**src/rtl/lab2_pkg.sv**
```systemverilog
// Shared types and constants for the lab2 sweep controller: FSM encoding,
// vector geometry and the default expected truth table of the unit under test.
package lab2_pkg;

    localparam int VEC_W    = 3;
    localparam int VEC_CNT  = 8;
    localparam int SETTLE_W = 4;
    localparam int ERR_W    = 4;

    localparam logic [VEC_W-1:0]   LAST_VEC  = 3'd7;
    localparam logic [VEC_CNT-1:0] DEF_EXP_X = 8'h49;
    localparam logic [VEC_CNT-1:0] DEF_EXP_Y = 8'hC6;

    typedef enum logic [1:0] {
        ST_IDLE   = 2'd0,
        ST_DRIVE  = 2'd1,
        ST_SAMPLE = 2'd2,
        ST_DONE   = 2'd3
    } state_e;

endpackage

```
**src/rtl/lab2_settle_timer.sv**
```systemverilog
// Settle-wait counter: held at zero while load_i is high, counts while count_i
// is high, and flags expire_o during the LIMIT-th counted cycle.
module lab2_settle_timer
    import lab2_pkg::*;
#(
    parameter int unsigned LIMIT = 2
) (
    input  logic clk,
    input  logic rst_n,
    input  logic load_i,
    input  logic count_i,
    output logic expire_o
);

    localparam logic [SETTLE_W-1:0] LAST_CNT = SETTLE_W'(LIMIT - 1);

    logic [SETTLE_W-1:0] cnt_q;
    logic [SETTLE_W-1:0] cnt_d;

    assign expire_o = count_i && (cnt_q == LAST_CNT);

    always_comb begin
        cnt_d = cnt_q;
        if (load_i) begin
            cnt_d = '0;
        end else if (count_i && !expire_o) begin
            cnt_d = cnt_q + SETTLE_W'(1);
        end
    end

    always_ff @(posedge clk or negedge rst_n) begin
        if (!rst_n) begin
            cnt_q <= '0;
        end else begin
            cnt_q <= cnt_d;
        end
    end

endmodule

```
**src/rtl/lab2_sweep_ctrl.sv**
```systemverilog
// Exhaustive 3-input sweep of a combinational unit: drives each vector, waits
// SETTLE cycles, captures X/Y, compares against EXP_X/EXP_Y and reports.
module lab2_sweep_ctrl
    import lab2_pkg::*;
#(
    parameter int unsigned         SETTLE = 2,
    parameter logic [VEC_CNT-1:0]  EXP_X  = DEF_EXP_X,
    parameter logic [VEC_CNT-1:0]  EXP_Y  = DEF_EXP_Y
) (
    input  logic               clk,
    input  logic               rst_n,
    input  logic               start,
    input  logic               abort,
    input  logic               x_in,
    input  logic               y_in,
    output logic               a,
    output logic               b,
    output logic               c,
    output logic               busy,
    output logic               done,
    output logic               pass,
    output logic [ERR_W-1:0]   err_cnt,
    output logic               fail_valid,
    output logic [VEC_W-1:0]   first_fail,
    output logic [VEC_CNT-1:0] cap_x,
    output logic [VEC_CNT-1:0] cap_y,
    output state_e             state_dbg
);

    state_e             state_q;
    logic [VEC_W-1:0]   vec_q;
    logic               done_q;
    logic               pass_q;
    logic [ERR_W-1:0]   err_cnt_q;
    logic               fail_valid_q;
    logic [VEC_W-1:0]   first_fail_q;
    logic [VEC_CNT-1:0] cap_x_q;
    logic [VEC_CNT-1:0] cap_y_q;

    logic settle_expire;
    logic mismatch;

    lab2_settle_timer #(
        .LIMIT (SETTLE)
    ) u_settle (
        .clk      (clk),
        .rst_n    (rst_n),
        .load_i   (state_q != ST_DRIVE),
        .count_i  (state_q == ST_DRIVE),
        .expire_o (settle_expire)
    );

    assign mismatch = (x_in != EXP_X[vec_q]) || (y_in != EXP_Y[vec_q]);

    // done is raised on the edge that leaves DONE so an abort seen in DONE can
    // still suppress it; the pulse therefore lands in the first IDLE cycle.
    always_ff @(posedge clk or negedge rst_n) begin
        if (!rst_n) begin
            state_q      <= ST_IDLE;
            vec_q        <= '0;
            done_q       <= 1'b0;
            pass_q       <= 1'b0;
            err_cnt_q    <= '0;
            fail_valid_q <= 1'b0;
            first_fail_q <= '0;
            cap_x_q      <= '0;
            cap_y_q      <= '0;
        end else begin
            done_q <= 1'b0;
            case (state_q)
                ST_IDLE: begin
                    if (start && !abort) begin
                        state_q      <= ST_DRIVE;
                        vec_q        <= '0;
                        pass_q       <= 1'b0;
                        err_cnt_q    <= '0;
                        fail_valid_q <= 1'b0;
                        first_fail_q <= '0;
                        cap_x_q      <= '0;
                        cap_y_q      <= '0;
                    end
                end
                ST_DRIVE: begin
                    if (abort) begin
                        state_q <= ST_IDLE;
                        pass_q  <= 1'b0;
                    end else if (settle_expire) begin
                        state_q <= ST_SAMPLE;
                    end
                end
                ST_SAMPLE: begin
                    if (abort) begin
                        state_q <= ST_IDLE;
                        pass_q  <= 1'b0;
                    end else begin
                        cap_x_q[vec_q] <= x_in;
                        cap_y_q[vec_q] <= y_in;
                        if (mismatch) begin
                            err_cnt_q <= err_cnt_q + ERR_W'(1);
                            if (!fail_valid_q) begin
                                fail_valid_q <= 1'b1;
                                first_fail_q <= vec_q;
                            end
                        end
                        if (vec_q == LAST_VEC) begin
                            state_q <= ST_DONE;
                        end else begin
                            vec_q   <= vec_q + VEC_W'(1);
                            state_q <= ST_DRIVE;
                        end
                    end
                end
                ST_DONE: begin
                    state_q <= ST_IDLE;
                    if (abort) begin
                        pass_q <= 1'b0;
                    end else begin
                        done_q <= 1'b1;
                        pass_q <= (err_cnt_q == '0);
                    end
                end
                default: state_q <= ST_IDLE;
            endcase
        end
    end

    assign {a, b, c}  = vec_q;
    assign busy       = (state_q != ST_IDLE);
    assign done       = done_q;
    assign pass       = pass_q;
    assign err_cnt    = err_cnt_q;
    assign fail_valid = fail_valid_q;
    assign first_fail = first_fail_q;
    assign cap_x      = cap_x_q;
    assign cap_y      = cap_y_q;
    assign state_dbg  = state_q;

    // A done pulse can only follow a DONE cycle, and at most one error per vector.
    a_done_from_done_state: assert property (
        @(posedge clk) disable iff (!rst_n) done_q |-> ($past(state_q) == ST_DONE));
    a_err_cnt_bounded: assert property (
        @(posedge clk) disable iff (!rst_n) err_cnt_q <= ERR_W'(VEC_CNT));

endmodule

```
**config.mk**
```make
export PLATFORM = sky130hd
export DESIGN_NAME = lab2_sweep_ctrl
export DESIGN_NICKNAME = d
export VERILOG_FILES = /design/src/rtl/lab2_pkg.sv /design/src/rtl/lab2_settle_timer.sv /design/src/rtl/lab2_sweep_ctrl.sv
export SDC_FILE = /design/constraint.sdc
export NUM_CORES = 1
export LEC_CHECK = 0
export CELL_PAD_IN_SITES_DETAIL_PLACEMENT = 1
export CELL_PAD_IN_SITES_GLOBAL_PLACEMENT = 1
export CORE_AREA = 5 5 75 77
export DETAILED_ROUTE_END_ITERATION = 8
export DIE_AREA = 0 0 80 82
export GPL_TIMING_DRIVEN = 0
export HOLD_SLACK_MARGIN = 0.03
export PLACE_DENSITY = 0.74
export SYNTH_ARGS = -nofsm -noshare
export SYNTH_HDL_FRONTEND = slang
export SYNTH_SLANG_ARGS = --single-unit
```
**constraint.sdc**
```tcl
create_clock -name clk -period 2.53 [get_ports clk]
set_clock_uncertainty 0.2 [all_clocks]
set_input_delay 0.6325 -clock clk [delete_from_list [all_inputs] [get_ports clk]]
set_output_delay 0.6325 -clock clk [all_outputs]
set_load 0.03 [all_outputs]
```
* Word level (Yosys, flattened, before mapping)
Memory sizes are Yosys's and may differ from the RTL's. Index checks and enable logic that the tools add are counted.
Operators by class: add/subtract/negate cells 3, order comparisons 2, equality and inequality tests 15, mux-type cells 40, reductions and logical operators 19
Operators with widths (count):
- one-hot mux 8 bit (2 select lines) | 2
- 2-to-1 mux 8 bit | 3
- 2-to-1 mux 4 bit | 5
- 2-to-1 mux 3 bit | 6
- bitwise mux 8 bit | 2
- one-hot mux 3 bit (2 select lines) | 2
- 2-to-1 mux 1 bit | 10
- 2-to-1 mux 2 bit | 5
- != test 2 bit, second input constant | 5
- adder 4 x 1 -> 4 bit, second input constant | 2
- one-hot mux 2 bit (4 select lines) | 1
- one-hot mux 4 bit (2 select lines) | 1
- AND reduction 4 bit | 2
- nonzero test 2 bit | 3
- AND reduction 5 bit | 1
- equality test 2 bit, second input constant | 2
- equality test 4 x 1 -> 1 bit, second input constant | 1
- logical AND 1 bit | 4
- zero test 4 bit | 1
- < comparator 3 x 4 -> 1 bit, second input constant | 1
- != test 2 x 1 -> 1 bit, second input constant | 2
- AND reduction 2 bit | 2
- adder 3 x 1 -> 3 bit, second input constant | 1
- demux 1 bit (select 3 bit) | 1
- other kinds (12) | 14
Word-level totals: flip-flop bits (word level) 35, bits in read-only memories 16, bits of input ports 6, output and inout port bits 32, word-level logic and storage cells 91, memories 2
Memory list:
- (no name shown) | depth 8, bits a word 1, rd ports 1, clocked after memory_dff 0, write ports 0, line lab2_sweep_ctrl.sv:53 | assign mismatch = (x_in != EXP_X[vec_q]) || (y_in != EXP_Y[vec_q]);
- (no name shown) | depth 8, bits a word 1, rd ports 1, clocked after memory_dff 0, write ports 0, line lab2_sweep_ctrl.sv:53

* Logic depth before layout (Yosys ltp)
depth in word-level cells 7, gate-level depth with buffers 8, gate-level depth less buffers 7

* Modules after synthesis
Synthesis repeated with hierarchy kept, for this count alone.
Second synthesis, totals: cell total of the unflattened synthesis 192, area, all modules 1833.0 µm²
Modules (own cells, without submodules):
- lab2_sweep_ctrl | instances 1, cells an instance 167, area each 1597.8 µm², sequential area each 775.7 µm²
- lab2_settle_timer | instances 1, cells an instance 25, area each 235.2 µm², sequential area each 100.1 µm²

* Worst setup path after synthesis
No wires, ideal clock.
kind reg2reg, start reg vec_q[0], end reg err_cnt_q[2], in the netlist err_cnt[2], setup time 0.126 ns, arrival 2.182 ns, data required time 2.204 ns, path slack 0.022 ns, cell stages (with the launch flop) 9, buffers on the path 1, period minus slack after synthesis 2.508 ns, cell sequence dfrtp_1 -> inv_1 -> ha_1 -> nor2b_1 -> o31ai_2 -> a221oi_4 -> or2_1 -> buf_6 -> a221o_1
Between the ends: word-level cells in the longest chain between the ends 6, elaborated cells between the ends (all ways) 9, those cells by class 3 x eq/ne; 2 x mux; 2 x reduce/logical; 2 x memory
RTL lines:
- start, declared | line lab2_sweep_ctrl.sv:31 | logic [VEC_W-1:0] vec_q;
- start signal, assigned | line lab2_sweep_ctrl.sv:108 | vec_q <= vec_q + VEC_W'(1);
- memory (8 x 1 bit)
- 2-to-1 mux 1 bit (implied by the code) | line lab2_sweep_ctrl.sv:53
- != test 1 bit | line lab2_sweep_ctrl.sv:53
- logical OR 1 bit * | line lab2_sweep_ctrl.sv:53
- != test 2 bit (no source line) *
- AND reduction 4 bit (no source line) *
- end signal, assigned | line lab2_sweep_ctrl.sv:99 | err_cnt_q <= err_cnt_q + ERR_W'(1);
- end, declared | line lab2_sweep_ctrl.sv:34 | logic [ERR_W-1:0] err_cnt_q;
Mark *: on every way between the ends. The rest lies on a longest branch, timed or not. The select of a mux whose other input is x is not followed. A chain may end at the register's enable or synchronous reset.

* Final worst setup path
start in y_in, end reg err_cnt_q[2], in the netlist err_cnt[2]
Between the ends: word-level cells in the longest chain between the ends 4
RTL lines:
- start, declared | line lab2_sweep_ctrl.sv:15 | input logic y_in,
- != test 1 bit | line lab2_sweep_ctrl.sv:53
- logical OR 1 bit | line lab2_sweep_ctrl.sv:53
- != test 2 bit (no source line)
- AND reduction 4 bit (no source line)
Every way passes these cells.

==> key figures <==
Outcome
  • Status: completed

Setup path
  • Top cell family by delay on the critical path: compound AO/OA/AOI/OAI gates
  • Crit path buffers/inverters: 2
  • FF-to-FF End: err_cnt[2]$_DFFE_PN0P_
  • Reg2reg setup slack: 130 ps
  • Nature of the critical path startpoint: primary input
  • CP endpoint: err_cnt[2]$_DFFE_PN0P_
  • CP max FO: 8
  • Register-to-Register Path Depth: 8
  • Crit-path cells: clkdlybuf4s50_1, nor2b_1, o31ai_2, a221oi_4, or2_1, buf_6, a221o_1
  • CP max stage delay: 510 ps
  • Critical setup path kind: in2reg
  • CP max-delay cell: clkdlybuf4s50_1
  • Critical Path Start: y_in
  • RR Startpoint: vec_q[0]$_DFFE_PN0P_
  • Worst EP required: 2500 ps
  • Crit path depth: 7
  • Worst EP arrival: 2410 ps
  • Critical Path Sink Type: flip-flop

Timing
  • Final Max Tran Viols: 0
  • Worst slew pin tran: 783 ps
  • Final setup violating endpoints: 0
  • FMAX: 0.409 GHz
  • Final Hold Viols: 0
  • Tmin final: 2440 ps
  • Fin crit share: 0.966
  • Setup TNS: 0 ps
  • Max-slew headroom: 0.478
  • RSZ-0062 raised after global routing: yes

Clocking
  • Worst-Skew Late Latency: 290 ps
  • H-tree levels: 2
  • Reg clk slew, reported paths: 70 ps
  • Clk buf depth: 2
  • CTS tree: yes
  • Clock Root Buffer: clkbuf_8
  • Inserted Clock Buffers: 5
  • CTS Hold Bufs: 0
  • TritonCTS Sinks: 35

Pwr
  • PD cells: 806 mW/mm^2
  • Peak supply drop: 368 uV
  • Leakage power: 1.05 nW

Global route
  • First-pass GRT wire length: 7900 um
  • Total global-route track usage: 0.158
  • Largest net degree at the start of global routing: 36
  • Vias in the first global route: 1629
  • Initial antenna violation count: 0
  • Gr ovfl total: 0

Synthesis
  • Syn Inst Count: 183
  • Top cells by area, synth: dfrtp_1 48%, ha_1 8.2%, inv_1 5.5%
  • Async SR Flop Fraction: 1.00
  • Most numerous cell in the Yosys netlist: dfrtp_1
  • Syn Nets: 201
  • Main synth FF type: dfrtp_1
  • Number of library cell types mapped by synthesis: 36
  • Cell Area, Synth: 0.00183 mm^2
  • Synth area leader: dfrtp_1
  • Sequential share of the synthesized area: 0.478
  • Warnings from Yosys: 0
  • Post-synth top cells: 35 x dfrtp_1, 27 x inv_1, 16 x o22ai_1
  • Seq cells post-synth: 35
  • Avg Inst Size Synth: 10.0 um^2
  • Number of enable flip-flop cells after synthesis: 0
  • Post-synth top area share: 0.478

Layout
  • Area growth syn-to-layout: 30.5%
  • # nets final: 248
  • Antenna Cells: 0
  • Post-route non-filler standard cell count: 301
  • Share of cells above drive strength 1: 0.0952

Detailed routing
  • Detailed Routing Iterations Pass 1: 4
  • Total Wirelength: 4480 um
  • Drt initial violations: 36
  • WL per Instance: 14.9 um
  • Vias per cell: 5.10
  • Post-DRT Antenna Nets: 0
  • Via count: 1535
  • DRC Markers: 0

Placed design
  • I/O Buffers: 37
  • Placed cell count: 290
  • Post-DP HPWL: 3150 um
  • GPL Wtd Cong: 0.722

Run
  • Max-cap violations: 0

Floorplanning
  • Die height: 82 um
  • Die area: 0.00656 mm^2
  • Die width: 80 um
  • I/O pin count: 38
  • Core Box Area: 0.00494 mm^2
  • Floorplan row count: 26
  • Initial Util: 0.371

Min path
  • Hold Crit Class: in2async
worst min-delay path by stage:
stage,startpoint,endpoint,slack [ps],depth (start not counted)
after floorplan,rst_n,cap_x[0]$_DFFE_PN0P_,140,0
after CTS,rst_n,state_dbg[0]$_DFFE_PN0P_,260,1
after detailed placement,pass$_DFFE_PN0P_,pass$_DFFE_PN0P_,280,1
after global routing,rst_n,first_fail[2]$_DFFE_PN0P_,300,1
after global placement,pass$_DFFE_PN0P_,pass$_DFFE_PN0P_,280,1
final,rst_n,cap_x[6]$_DFFE_PN0P_,230,1
metrics by stage:
stage                      util  setup WS, ps  total power, W  hold WS [ps]  cell area (um^2)
after floorplan               -          21.7         0.00125           137              1830
after global routing      0.484         -31.9         0.00208           296              2390
after global placement    0.463          -216         0.00151           284              2290
after CTS                 0.479          64.1         0.00194           259              2370
final                     0.484          87.0         0.00193           228              2390
after detailed placement  0.462          -200         0.00153           285              2290
metal layers:
layer / track usage / vias up / share of wire
met5: 0 / - / 0
met4: 0.0726 / 0 / 0.018
met3: 0.0395 / 10 / 0.036
met1: 0.197 / 764 / 0.45
met2: 0.257 / 29 / 0.49
li1: - / 732 / -
state kept, by name, summed over array words and instances (netlist names):
register / flops
cap_y: 8
first_fail: 3
u_settle.cnt_q: 4
cap_x: 8
fail_valid: 1
vec_q: 3
done: 1
pass: 1
state_dbg: 2
err_cnt: 4
power by group:
| group | total (W) | leakage [nW] | internal [W] | switching (W) |
|---|---|---|---|---|
| sequential | 0.000729 | 0.480 | 0.000636 | 0.0000925 |
| clock | 0.000391 | 0.0422 | 0.000193 | 0.000198 |
| combinational | 0.000810 | 0.523 | 0.000342 | 0.000467 |
| total | 0.00193 | 1.05 | 0.00117 | 0.000758 |
layout make-up:
cell class,instances,area [um^2]
sequential,35,877
inverter,28,105
clock inverter,1,5.00
multi-input combinational,114,821
fill,583,2550
timing repair buffer,40,387
buffer,6,33.8
clock buffer,7,76.3
tap,70,87.6
cells in the final DEF (no fill, tap or decap), types with 3 or more instances in the layout:
master / instances
a21oi_1: 11
a22o_1: 6
buf_4: 3
clkbuf_1: 4
clkbuf_8: 5
clkdlybuf4s50_1: 35
dfrtp_1: 34
ha_1: 12
inv_1: 27
mux2_2: 3
nand2_1: 15
nand2b_1: 3
nand3_1: 9
nor2_1: 4
nor2b_1: 4
o21ai_0: 3
o22ai_1: 16
xnor2_1: 3
worst register-to-register path, delay by kind of cell (launching register included):
kind | cells | cell delay (ps)
AOI/OAI and AO/OA | 3 | 690
DFF | 1 | 420
adders and majority gates | 1 | 370
and+or+nand+nor | 2 | 320
buffers and inverters | 2 | 280
kinds of logic (layout without fill, tap and decap cells):
kind of cell,count (synthesis),after routing,share of synthesized area
buf+inv,34,82,0.0744
flops,35,35,0.478
fa+ha+maj,12,12,0.0819
mux,5,5,0.0294
simple gates,42,42,0.114
compound gates,51,51,0.203
xor+xnor,4,4,0.0191
what timing repair did:
action | CTS | global route
hold endpoints to repair | 0 | 0
resized for setup | 3 | 2
pin swaps | 0 | 1
endpoints found under the setup margin | 6 | 22
buffers inserted | 0 | 3
(Power assumes the default switching activity.)
